===== src/rtl/reorder_buffer_pkg.sv =====
// Shared ROB types: tag type, NON_DEPENDENT tag, entry-type encodings, depth/width constants.
// Latency: n/a (types and pure helper functions only).
// Backpressure: n/a.
package reorder_buffer_pkg;

    localparam int ROB_DEPTH = 16;
    localparam int ROB_ID_W  = 5;
    localparam int XLEN      = 32;
    localparam int IDX_W     = $clog2(ROB_DEPTH);

    typedef logic [ROB_ID_W-1:0] ROB_ID_TYPE;
    typedef logic [IDX_W-1:0]    rob_idx_t;

    localparam ROB_ID_TYPE NON_DEPENDENT = '0;

    typedef enum logic [1:0] {
        TYPE_REG    = 2'd0,
        TYPE_BRANCH = 2'd1,
        TYPE_STORE  = 2'd2,
        TYPE_RSVD   = 2'd3
    } entry_type_t;

    typedef struct packed {
        logic            busy;
        logic            ready;
        entry_type_t     typ;
        logic [4:0]      rd;
        logic [XLEN-1:0] pc;
        logic            pred;
        logic [XLEN-1:0] value;
        logic            taken;
        logic [XLEN-1:0] target;
    } rob_entry_t;

    // Tags are 1-based: entry index i carries ID i+1; 0 and IDs past the depth never match.
    function automatic logic id_in_range(input ROB_ID_TYPE id);
        return (id != NON_DEPENDENT) && (id <= ROB_ID_TYPE'(ROB_DEPTH));
    endfunction

    function automatic rob_idx_t id_to_idx(input ROB_ID_TYPE id);
        ROB_ID_TYPE m1;
        m1 = id - ROB_ID_TYPE'(1);
        return m1[IDX_W-1:0];
    endfunction

    function automatic rob_idx_t ptr_inc(input rob_idx_t p);
        return (p == rob_idx_t'(ROB_DEPTH - 1)) ? '0 : p + rob_idx_t'(1);
    endfunction

endpackage


===== src/rtl/reorder_buffer_if.sv =====
// ROB bus: dispatcher alloc, operand queries, CDB broadcast and commit/flush outputs.
// Latency: wires only.
// Backpressure: rob_full is the only stall; the dispatcher must hold alloc while it is set.
interface reorder_buffer_if;
    import reorder_buffer_pkg::*;

    logic             alloc_valid;
    logic [1:0]       alloc_type;
    logic [4:0]       alloc_rd;
    logic [XLEN-1:0]  alloc_pc;
    logic             alloc_pred_taken;
    ROB_ID_TYPE       alloc_id;
    logic             rob_full;

    ROB_ID_TYPE       query_id1;
    ROB_ID_TYPE       query_id2;
    logic             query_rdy1;
    logic             query_rdy2;
    logic [XLEN-1:0]  query_val1;
    logic [XLEN-1:0]  query_val2;

    logic             cdb_valid;
    ROB_ID_TYPE       cdb_id;
    logic [XLEN-1:0]  cdb_value;
    logic             cdb_taken;
    logic [XLEN-1:0]  cdb_target;

    logic             commit_reg_en;
    logic [4:0]       commit_rd;
    ROB_ID_TYPE       commit_id;
    logic [XLEN-1:0]  commit_value;
    logic             commit_store_en;
    logic             mispredict;
    logic [XLEN-1:0]  redirect_pc;

    modport master (
        output alloc_valid, alloc_type, alloc_rd, alloc_pc, alloc_pred_taken,
        output query_id1, query_id2,
        output cdb_valid, cdb_id, cdb_value, cdb_taken, cdb_target,
        input  alloc_id, rob_full, query_rdy1, query_rdy2, query_val1, query_val2,
        input  commit_reg_en, commit_rd, commit_id, commit_value, commit_store_en,
        input  mispredict, redirect_pc
    );

    modport slave (
        input  alloc_valid, alloc_type, alloc_rd, alloc_pc, alloc_pred_taken,
        input  query_id1, query_id2,
        input  cdb_valid, cdb_id, cdb_value, cdb_taken, cdb_target,
        output alloc_id, rob_full, query_rdy1, query_rdy2, query_val1, query_val2,
        output commit_reg_en, commit_rd, commit_id, commit_value, commit_store_en,
        output mispredict, redirect_pc
    );

endinterface


===== src/rtl/reorder_buffer_query_port.sv =====
// Operand tag lookup into the ROB (module rob_query_port); NON_DEPENDENT never reports ready.
// Latency: combinational; with ROB_CDB_BYPASS_EN a same-cycle CDB hit is forwarded.
// Backpressure: none.
module rob_query_port
    import reorder_buffer_pkg::*;
(
    input  logic [ROB_DEPTH-1:0] busy,
    input  logic [ROB_DEPTH-1:0] ready,
    input  logic [XLEN-1:0]      value [ROB_DEPTH],
    input  ROB_ID_TYPE           query_id,
    input  logic                 cdb_valid,
    input  ROB_ID_TYPE           cdb_id,
    input  logic [XLEN-1:0]      cdb_value,
    output logic                 query_rdy,
    output logic [XLEN-1:0]      query_val
);

    rob_idx_t idx;
    logic     hit;

    always_comb begin
        idx       = id_to_idx(query_id);
        hit       = id_in_range(query_id) && busy[idx];
        query_rdy = hit && ready[idx];
        query_val = id_in_range(query_id) ? value[idx] : '0;
`ifdef ROB_CDB_BYPASS_EN
        if (hit && cdb_valid && (cdb_id == query_id)) begin
            query_rdy = 1'b1;
            query_val = cdb_value;
        end
`endif
    end

`ifndef ROB_CDB_BYPASS_EN
    logic unused_cdb;
    assign unused_cdb = ^{cdb_valid, cdb_id, cdb_value};
`endif

endmodule


===== src/rtl/reorder_buffer.sv =====
// In-order retirement queue: alloc at tail, CDB marks done, one head retirement per cycle.
// Latency: commit outputs registered (edge after the entry is ready); ROB_CDB_BYPASS_EN adds query forwarding.
// Backpressure: rob_full refuses alloc; rdy=0 freezes all state; mispredict flushes and drops alloc/CDB for one cycle.
module reorder_buffer
    import reorder_buffer_pkg::*;
(
    input  logic              clk,
    input  logic              rst_n,
    input  logic              rdy,
    reorder_buffer_if.slave   rob
);

    rob_entry_t            ent [ROB_DEPTH];
    rob_idx_t              head;
    rob_idx_t              tail;
    logic [IDX_W:0]        count;

    logic [ROB_DEPTH-1:0]  busy_vec;
    logic [ROB_DEPTH-1:0]  ready_vec;
    logic [XLEN-1:0]       value_vec [ROB_DEPTH];

    rob_entry_t            hd;
    rob_idx_t              cdb_idx;
    logic                  do_alloc;
    logic                  do_commit;
    logic                  do_cdb;
    logic                  is_misp;

    always_comb begin
        for (int i = 0; i < ROB_DEPTH; i++) begin
            busy_vec[i]  = ent[i].busy;
            ready_vec[i] = ent[i].ready;
            value_vec[i] = ent[i].value;
        end
    end

    assign rob.rob_full = (count == (IDX_W+1)'(ROB_DEPTH));
    assign rob.alloc_id = ROB_ID_TYPE'(tail) + ROB_ID_TYPE'(1);

    // Readiness is the pre-edge value, so a CDB write to the head retires one cycle later.
    always_comb begin
        hd        = ent[head];
        cdb_idx   = id_to_idx(rob.cdb_id);
        do_alloc  = rdy && rob.alloc_valid && !rob.rob_full && !rob.mispredict;
        do_commit = rdy && hd.busy && hd.ready;
        do_cdb    = rdy && rob.cdb_valid && !rob.mispredict &&
                    id_in_range(rob.cdb_id) && ent[cdb_idx].busy;
        is_misp   = do_commit && (hd.typ == TYPE_BRANCH) && (hd.taken != hd.pred);
    end

    always_ff @(posedge clk) begin
        if (!rst_n) begin
            for (int i = 0; i < ROB_DEPTH; i++) ent[i] <= '0;
            head                <= '0;
            tail                <= '0;
            count               <= '0;
            rob.commit_reg_en   <= 1'b0;
            rob.commit_rd       <= '0;
            rob.commit_id       <= '0;
            rob.commit_value    <= '0;
            rob.commit_store_en <= 1'b0;
            rob.mispredict      <= 1'b0;
            rob.redirect_pc     <= '0;
        end else if (rdy) begin
            rob.commit_reg_en   <= 1'b0;
            rob.commit_store_en <= 1'b0;
            rob.mispredict      <= 1'b0;

            if (do_cdb) begin
                ent[cdb_idx].ready  <= 1'b1;
                ent[cdb_idx].value  <= rob.cdb_value;
                ent[cdb_idx].taken  <= rob.cdb_taken;
                ent[cdb_idx].target <= rob.cdb_target;
            end

            if (do_alloc) begin
                ent[tail].busy   <= 1'b1;
                ent[tail].ready  <= 1'b0;
                ent[tail].typ    <= entry_type_t'(rob.alloc_type);
                ent[tail].rd     <= rob.alloc_rd;
                ent[tail].pc     <= rob.alloc_pc;
                ent[tail].pred   <= rob.alloc_pred_taken;
                tail             <= ptr_inc(tail);
            end

            if (do_commit) begin
                ent[head].busy   <= 1'b0;
                head             <= ptr_inc(head);
                rob.commit_id    <= ROB_ID_TYPE'(head) + ROB_ID_TYPE'(1);
                rob.commit_rd    <= hd.rd;
                rob.commit_value <= hd.value;
                if (hd.typ == TYPE_STORE)
                    rob.commit_store_en <= 1'b1;
                else if (hd.typ != TYPE_BRANCH)
                    rob.commit_reg_en <= (hd.rd != 5'd0);
            end

            count <= count + (IDX_W+1)'(do_alloc) - (IDX_W+1)'(do_commit);

            // Flush wins over everything above, including a same-cycle younger alloc.
            if (is_misp) begin
                for (int i = 0; i < ROB_DEPTH; i++) begin
                    ent[i].busy  <= 1'b0;
                    ent[i].ready <= 1'b0;
                end
                head            <= '0;
                tail            <= '0;
                count           <= '0;
                rob.mispredict  <= 1'b1;
                rob.redirect_pc <= hd.taken ? hd.target : hd.pc + XLEN'(4);
            end
        end
    end

    rob_query_port u_query1 (
        .busy      (busy_vec),
        .ready     (ready_vec),
        .value     (value_vec),
        .query_id  (rob.query_id1),
        .cdb_valid (rob.cdb_valid),
        .cdb_id    (rob.cdb_id),
        .cdb_value (rob.cdb_value),
        .query_rdy (rob.query_rdy1),
        .query_val (rob.query_val1)
    );

    rob_query_port u_query2 (
        .busy      (busy_vec),
        .ready     (ready_vec),
        .value     (value_vec),
        .query_id  (rob.query_id2),
        .cdb_valid (rob.cdb_valid),
        .cdb_id    (rob.cdb_id),
        .cdb_value (rob.cdb_value),
        .query_rdy (rob.query_rdy2),
        .query_val (rob.query_val2)
    );

endmodule


===== src/flat_wrapper.sv =====
// flat-port wrapper written by rule: the top's interface ports become plain ports
module reorder_buffer_flat import reorder_buffer_pkg::*;
  (clk, rst_n, rdy, rob_alloc_valid, rob_alloc_type, rob_alloc_rd, rob_alloc_pc, rob_alloc_pred_taken, rob_query_id1, rob_query_id2, rob_cdb_valid, rob_cdb_id, rob_cdb_value, rob_cdb_taken, rob_cdb_target, rob_alloc_id, rob_rob_full, rob_query_rdy1, rob_query_rdy2, rob_query_val1, rob_query_val2, rob_commit_reg_en, rob_commit_rd, rob_commit_id, rob_commit_value, rob_commit_store_en, rob_mispredict, rob_redirect_pc);
  reorder_buffer_if rob_i ();
  input  logic clk;
  input  logic rst_n;
  input  logic rdy;
  input wire logic [$bits(rob_i.alloc_valid)-1:0] rob_alloc_valid;
  input wire logic [$bits(rob_i.alloc_type)-1:0] rob_alloc_type;
  input wire logic [$bits(rob_i.alloc_rd)-1:0] rob_alloc_rd;
  input wire logic [$bits(rob_i.alloc_pc)-1:0] rob_alloc_pc;
  input wire logic [$bits(rob_i.alloc_pred_taken)-1:0] rob_alloc_pred_taken;
  input wire logic [$bits(rob_i.query_id1)-1:0] rob_query_id1;
  input wire logic [$bits(rob_i.query_id2)-1:0] rob_query_id2;
  input wire logic [$bits(rob_i.cdb_valid)-1:0] rob_cdb_valid;
  input wire logic [$bits(rob_i.cdb_id)-1:0] rob_cdb_id;
  input wire logic [$bits(rob_i.cdb_value)-1:0] rob_cdb_value;
  input wire logic [$bits(rob_i.cdb_taken)-1:0] rob_cdb_taken;
  input wire logic [$bits(rob_i.cdb_target)-1:0] rob_cdb_target;
  output wire logic [$bits(rob_i.alloc_id)-1:0] rob_alloc_id;
  output wire logic [$bits(rob_i.rob_full)-1:0] rob_rob_full;
  output wire logic [$bits(rob_i.query_rdy1)-1:0] rob_query_rdy1;
  output wire logic [$bits(rob_i.query_rdy2)-1:0] rob_query_rdy2;
  output wire logic [$bits(rob_i.query_val1)-1:0] rob_query_val1;
  output wire logic [$bits(rob_i.query_val2)-1:0] rob_query_val2;
  output wire logic [$bits(rob_i.commit_reg_en)-1:0] rob_commit_reg_en;
  output wire logic [$bits(rob_i.commit_rd)-1:0] rob_commit_rd;
  output wire logic [$bits(rob_i.commit_id)-1:0] rob_commit_id;
  output wire logic [$bits(rob_i.commit_value)-1:0] rob_commit_value;
  output wire logic [$bits(rob_i.commit_store_en)-1:0] rob_commit_store_en;
  output wire logic [$bits(rob_i.mispredict)-1:0] rob_mispredict;
  output wire logic [$bits(rob_i.redirect_pc)-1:0] rob_redirect_pc;
  assign rob_i.alloc_valid = rob_alloc_valid;
  assign rob_i.alloc_type = rob_alloc_type;
  assign rob_i.alloc_rd = rob_alloc_rd;
  assign rob_i.alloc_pc = rob_alloc_pc;
  assign rob_i.alloc_pred_taken = rob_alloc_pred_taken;
  assign rob_i.query_id1 = rob_query_id1;
  assign rob_i.query_id2 = rob_query_id2;
  assign rob_i.cdb_valid = rob_cdb_valid;
  assign rob_i.cdb_id = rob_cdb_id;
  assign rob_i.cdb_value = rob_cdb_value;
  assign rob_i.cdb_taken = rob_cdb_taken;
  assign rob_i.cdb_target = rob_cdb_target;
  assign rob_alloc_id = rob_i.alloc_id;
  assign rob_rob_full = rob_i.rob_full;
  assign rob_query_rdy1 = rob_i.query_rdy1;
  assign rob_query_rdy2 = rob_i.query_rdy2;
  assign rob_query_val1 = rob_i.query_val1;
  assign rob_query_val2 = rob_i.query_val2;
  assign rob_commit_reg_en = rob_i.commit_reg_en;
  assign rob_commit_rd = rob_i.commit_rd;
  assign rob_commit_id = rob_i.commit_id;
  assign rob_commit_value = rob_i.commit_value;
  assign rob_commit_store_en = rob_i.commit_store_en;
  assign rob_mispredict = rob_i.mispredict;
  assign rob_redirect_pc = rob_i.redirect_pc;
  reorder_buffer u_core (.clk(clk), .rst_n(rst_n), .rdy(rdy), .rob(rob_i));
endmodule

===== config.mk =====
export PLATFORM = sky130hd
export DESIGN_NAME = reorder_buffer_flat
export DESIGN_NICKNAME = d
export VERILOG_FILES = /design/src/rtl/reorder_buffer_pkg.sv /design/src/rtl/reorder_buffer_if.sv /design/src/rtl/reorder_buffer_query_port.sv /design/src/rtl/reorder_buffer.sv /design/src/flat_wrapper.sv
export SDC_FILE = /design/constraint.sdc
export NUM_CORES = 2
export LEC_CHECK = 0
export BUFFER_PORTS_ARGS = -buffer_cell sky130_fd_sc_hd__buf_4
export CAP_MARGIN = 20
export CORE_MARGIN = 5
export CORE_UTILIZATION = 55
export CTS_BUF_LIST = sky130_fd_sc_hd__clkbuf_8
export CTS_CLUSTER_DIAMETER = 80
export DETAILED_ROUTE_END_ITERATION = 7
export GPL_ROUTABILITY_DRIVEN = 0
export PLACE_DENSITY = 0.72
export SETUP_SLACK_MARGIN = 0.02
export SLEW_MARGIN = 20
export SYNTH_ARGS = -nofsm -noshare
export SYNTH_HDL_FRONTEND = slang
export SYNTH_SLANG_ARGS = --single-unit

===== constraint.sdc =====
create_clock -name clk -period 9.44 [get_ports clk]
set_clock_uncertainty 0.2 [all_clocks]
set_input_delay 1.888 -clock clk [delete_from_list [all_inputs] [get_ports clk]]
set_output_delay 1.888 -clock clk [all_outputs]
set_load 0.02 [all_outputs]

==> After elaboration in Yosys (flattened, before gate mapping) <==
Memory sizes are Yosys's and may differ from the RTL's. A register that Yosys moved wholly into a read port is not among the register bits.
Index checks and enable logic that the tools add are counted.
Widths: inputs -> output; s select.
{ "word_totals": {"reg_bits": 90, "mem_bits_rw": 1712, "in_bits": 125, "output_inout_bits": 149, "wordCells": 673, "mem_count": 1} }
{ "classes": {"add_sub_neg": 10, "magnitude_cmp": 7, "n_eq_ne": 72, "muxes": 93, "bitwise_logic": 449, "n_reduce_logical": 31} }
{ "memory_table": {"columns": ["memory", "depth", "word_bits", "read_ports", "rd_clocked_by_memory_dff", "wr", "line", "rtl"], "rows": [
  ["u_core.ent", 16, 107, 18, 1, 18, "reorder_buffer.sv:13", "rob_entry_t ent [ROB_DEPTH];"]
]} }
{ "ops": {"columns": ["operator", "n"], "rows": [
  ["$mux 32", 10],
  ["$eq 4x4->1 const B", 66],
  ["$bmux 32 s4", 2],
  ["$and 1x1->1", 202],
  ["$not 1->1", 135],
  ["$mux 107", 1],
  ["$reduce_or 107->1", 1],
  ["$mux 105", 1],
  ["$and 1x1->1 const B", 64],
  ["$mux 1", 62],
  ["$or 1x1->1", 42],
  ["$mux 4", 9],
  ["$add 32x3->32 const B", 1],
  ["$reduce_bool 5->1", 4],
  ["$logic_and 1x1->1", 18],
  ["$bmux 1 s4", 4],
  ["$le 5x5->1 const B", 3],
  ["$sub 4x1->4 const B", 3],
  ["$add 4x1->5 const B", 2],
  ["$ge 5x5->1 const B", 2],
  ["$lt 4x5->1 const B", 2],
  ["$mux 5", 2],
  ["$not 4->5", 2],
  ["$add 4x1->4 const B", 2],
  ["14 further kinds", 22]
]} }

==> Longest topological paths before layout <==
{ "depth": {"word_depth": 29, "ltp_mapped": 21, "ltp_nobuf": 15} }

==> By module <==
A second synthesis with hierarchy kept.
{ "hier_totals": {"hier_cells": 5860, "area_unflattened_um2": 89945.0} }
{ "by_module_without_submodules": {"columns": ["module", "instances", "cells_per_inst", "area_per_inst_um2", "seq_area_each_um2"], "rows": [
  ["reorder_buffer", 1, 5170, 81557.0, 52970.8],
  ["rob_query_port", 2, 345, 4194.0, 0.0]
]} }

==> Least setup slack after synthesis <==
No wires, ideal clock.
{ "synth_path": {"kind": "input to register", "from": "input port rob_cdb_id[0]", "to": "memory u_core.ent[6][0] (netlist name) (enable)", "setup_ns": 0.578, "t_arrival_ns": 8.041, "required_ns": 8.662, "slack_ns": 0.621, "stages": 8, "path_buffers": 1, "path_cell_list": "buf_2 > inv_1 > ha_1 > mux4_2 > mux4_2 > nor3b_2 > nand2_1 > o21ai_0"} }
{ "synth_rtl": {"columns": ["element", "line", "rtl"], "rows": [
  ["start, declared", "flat_wrapper.sv:16", "input wire logic [$bits(rob_i.cdb_id)-1:0] rob_cdb_id;"],
  ["end, declared", "reorder_buffer.sv:13", null]
]} }

==> Worst setup path after layout <==
{ "layout_path": {"from": "input port rob_query_id1[0]", "to": "output port rob_query_val1[31]"} }
{ "layout_between": {"elab_chain_cells": 6, "elab_cells_between_ends": 9, "classes_between": "add/sub (1); order compare (1); mux (4); bitwise (1); reduce/logical (2)"} }
{ "layout_rtl": {"columns": ["element", "line", "rtl"], "rows": [
  ["start, declared", "flat_wrapper.sv:13", "input wire logic [$bits(rob_i.query_id1)-1:0] rob_query_id1;"],
  ["$sub 4x1->4", "reorder_buffer_pkg.sv:42", "m1 = id - ROB_ID_TYPE'(1);"],
  ["$not 4->5 (implied by the code)", "reorder_buffer_query_port.sv:25", "query_val = id_in_range(query_id) ? value[idx] : '0;"],
  ["$bmux 32 s4", "reorder_buffer_query_port.sv:25", null],
  ["$mux 32 (implied by the code) (2 in series)", "reorder_buffer_query_port.sv:25", null],
  ["$mux 32 (*)", "reorder_buffer_query_port.sv:25", null],
  ["end, declared", "flat_wrapper.sv:24", "output wire logic [$bits(rob_i.query_val1)-1:0] rob_query_val1;"]
]} }
Every way passes the cells marked *; elsewhere a longest branch is shown, timed or not. The select of a mux whose other input is x is not followed.

==> results_dict.tcl <==
set metrics [dict create \
    post_cts_resized 0 \
    synthesis.nets 5893 \
    final_cell_mix "and2_1 (1686), edfxtp_1 (1680), mux4_2 (757)" \
    grt_max_degree 146 \
    met2_usage 0.505 \
    switchingPower_mw 4.11 \
    clock_sinks 1806 \
    cts_buffers 312 \
    synth-main-ff-cell "edfxtp_1" \
    drive_above_1_share 0.270 \
    placement_rows 148 \
    critical_path_class "input pin to primary output" \
    max_slew_margin 0.203 \
    crit_path_end_kind "primary output" \
    avgSynthCellArea_um2 15.6 \
    rsz0062_at_grt "no" \
    final_core_util 0.614 \
    vias 55184 \
    synth_edf_count 1680 \
    holdBufCountCts 0 \
    clock_path_buffers 4 \
    first_pass_iters 5 \
    die_h_um 414 \
    drtIter0Drc 8011 \
    sequentialPowerShare 0.535 \
    place.detailed.hpwl_mm 154 \
    wl_mm 274 \
    power.total_mw 17.0 \
    start_util 0.552 \
    drc_errors 0 \
    setup_viol 0 \
    grt_first_pass_wirelength_mm 394 \
    fin_crit_sh 0.779 \
    drv_slew 0 \
    post-route-min-period_ns 7.35 \
    clkTransAtPathRegs_ns 0.06 \
    startpoint_type "input pin" \
    syn_inst 5743 \
    critPathMaxFanout 97 \
    leakage_nw 35.6 \
    ant_nets 0 \
    tightest_slew_ns 1.20 \
    hp-class "register to register" \
    synth.distinct_cells 78 \
    cts_max_level 5 \
    cap_violations 0 \
    syn_to_final_growth_pct 11.3 \
    busiest_layer "met2" \
    timing.fmax_ghz 0.136 \
    p_sw_frac 0.242 \
    p_int_mw 12.9 \
    portBuffers 273 \
    io_pins 274 \
    cts_root_buf "clkbuf_8" \
    combPwrFrac 0.079 \
    syn_area_mm2 0.0897 \
    grtUsageTotal 0.321 \
    cts_setup_buffers 0 \
    clock_latency_ns 1.07 \
    yosys_warnings 0 \
    final_nets 6072 \
    grt_remaining_overflow 0 \
    cellPowerDensity_mw_per_mm2 170 \
    setup_tns_ns 0 \
    viasPerCell 6.62 \
    synthArstFlopShare 0 \
    dieArea_mm2 0.171 \
    layout_commonest_cell "and2_1" \
    wl_per_cell_um 32.9 \
    die_w_um 414 \
    core_area_mm2 0.163 \
    cts_tree "done" \
    yosysSeqAreaShare 0.590 \
    ir_drop_mv 0.138 \
    grt_pass1_vias 55814 \
    gr-usage-met1 0.422 \
    antenna_found_initial 31 \
    critPathArrivalTime_ns 5.26 \
    hold_viol_final 0 \
    use_met3 0.0711 \
    required_ns 7.35 \
    ys_seq_elements 1806 \
    status "completed" \
    p_clk_frac 0.387 \
]
## worst paths after layout
| kind | startpoint | endpoint | slack [ns] | depth (start not counted) |
|---|---|---|---|---|
| max | rob_query_id1[0] | rob_query_val1[31] | 2.09 | 8 |
| min | u_core.count[3]$_SDFFE_PN0P_ | u_core.count[3]$_SDFFE_PN0P_ | 0.27 | 2 |
| max reg2reg | register | u_core.ent[12][105]$_SDFF_PP0_ | 3.77 | 10 |
| min reg2reg | u_core.count[3]$_SDFFE_PN0P_ | u_core.count[3]$_SDFFE_PN0P_ | 0.27 | 2 |
## power groups by stage
stage	logic [mW]	clock network, mW	registers (mW)
final	1.34	6.58	9.09
after global routing	1.39	7.02	9.11
after CTS	1.32	6.64	9.09
after detailed placement	1.32	0	9.25
after global placement	1.30	0	9.23
after floorplan	0.777	0	9.25
## sequential cells by signal, indices dropped and copies added, names as in the netlist, named ones only
signal / count
u_core.ent: 1712
u_core.rob.commit_value: 32
u_core.rob.redirect_pc: 32
u_core.count: 5
u_core.rob.commit_id: 5
u_core.rob.commit_rd: 5
u_core.head: 4
u_core.tail: 4
u_core.rob.commit_reg_en: 1
u_core.rob.commit_store_en: 1
u_core.rob.mispredict: 1
## cell type report
class | count | area [um^2]
inverters | 28 | 115
diodes | 23 | 57.6
multi-input cells | 3361 | 34900
clock inverters | 194 | 921
repair buffers | 413 | 3460
fillers | 11904 | 62700
well taps | 2175 | 2720
clock buffers | 338 | 4650
flip-flops and latches | 1806 | 53000
## logic make-up after synthesis
kind of cell,count (synthesis),share of synthesized area
AND/OR/NAND/NOR,2029,0.137
multiplexers,894,0.208
XOR/XNOR,47,0.00459
adder cells (fa/ha/maj),25,0.00357
flip-flops,1806,0.590
AO/OA/AOI/OAI,366,0.0288
buffers and inverters,576,0.0278
## critical path, cell delays in order
cell and delay (ns):
buf_8 0.36, inv_1 0.19, ha_4 0.21, xnor2_2 0.73
buf_12 0.57, mux2i_1 0.19, a211oi_1 0.74, buf_4 0.27
## cell usage after synthesis, types with 3 or more instances
cell type  number  area share
a211oi_1      131       0.011
a21oi_1        40      0.0022
a221oi_1       10     0.00098
a221oi_2        4     0.00067
a22o_1          9     0.00088
a22oi_1        67      0.0056
a31oi_1        14     0.00098
a41oi_1         3     0.00029
and2_1       1686        0.12
and3_1          7     0.00049
and4_1          3     0.00029
buf_1          49      0.0020
buf_12          9      0.0020
buf_2          74      0.0041
buf_4          12      0.0010
buf_6           5     0.00063
clkbuf_1      398       0.017
dfxtp_1       126       0.028
edfxtp_1     1680        0.56
ha_1           24      0.0033
inv_1          23     0.00096
inv_2           3     0.00013
mux2i_1       122       0.014
mux4_1         14      0.0041
mux4_2        757        0.19
nand2_1        69      0.0029
nand2b_1        6     0.00042
nand3_1        30      0.0017
nand3b_1        3     0.00025
nand4_1         7     0.00049
nor2_1        103      0.0043
nor2b_1        73      0.0051
nor3_1         17     0.00095
nor4_1          3     0.00021
o211ai_1        6     0.00050
o21ai_0        45      0.0025
o21ai_1        18      0.0010
xnor2_1        33      0.0032
xor2_1         14      0.0014
## metal layers
| metal | share of wire | up-vias |
|---|---|---|
| met5 | 0.00026 | - |
| met4 | 0.059 | 10 |
| met3 | 0.11 | 712 |
| met2 | 0.48 | 3871 |
| met1 | 0.36 | 28285 |
| li1 | - | 22306 |
## stage by stage
step | hold WS (ns) | setup slack (ns) | std cells | instance area [um^2]
6_report | 0.270 | 2.09 | 8338 | 99900
5_1_grt | 0.284 | 1.98 | 8330 | 99800
4_1_cts | 0.266 | 2.19 | 8312 | 99700
3_5_place_dp | 0.256 | 2.21 | 7780 | 94200
3_3_place_gp | 0.251 | 2.23 | 7771 | 93900
2_1_floorplan | 0.241 | 0.621 | 5743 | 89700
No activity file was read; power rests on OpenSTA's default activity.
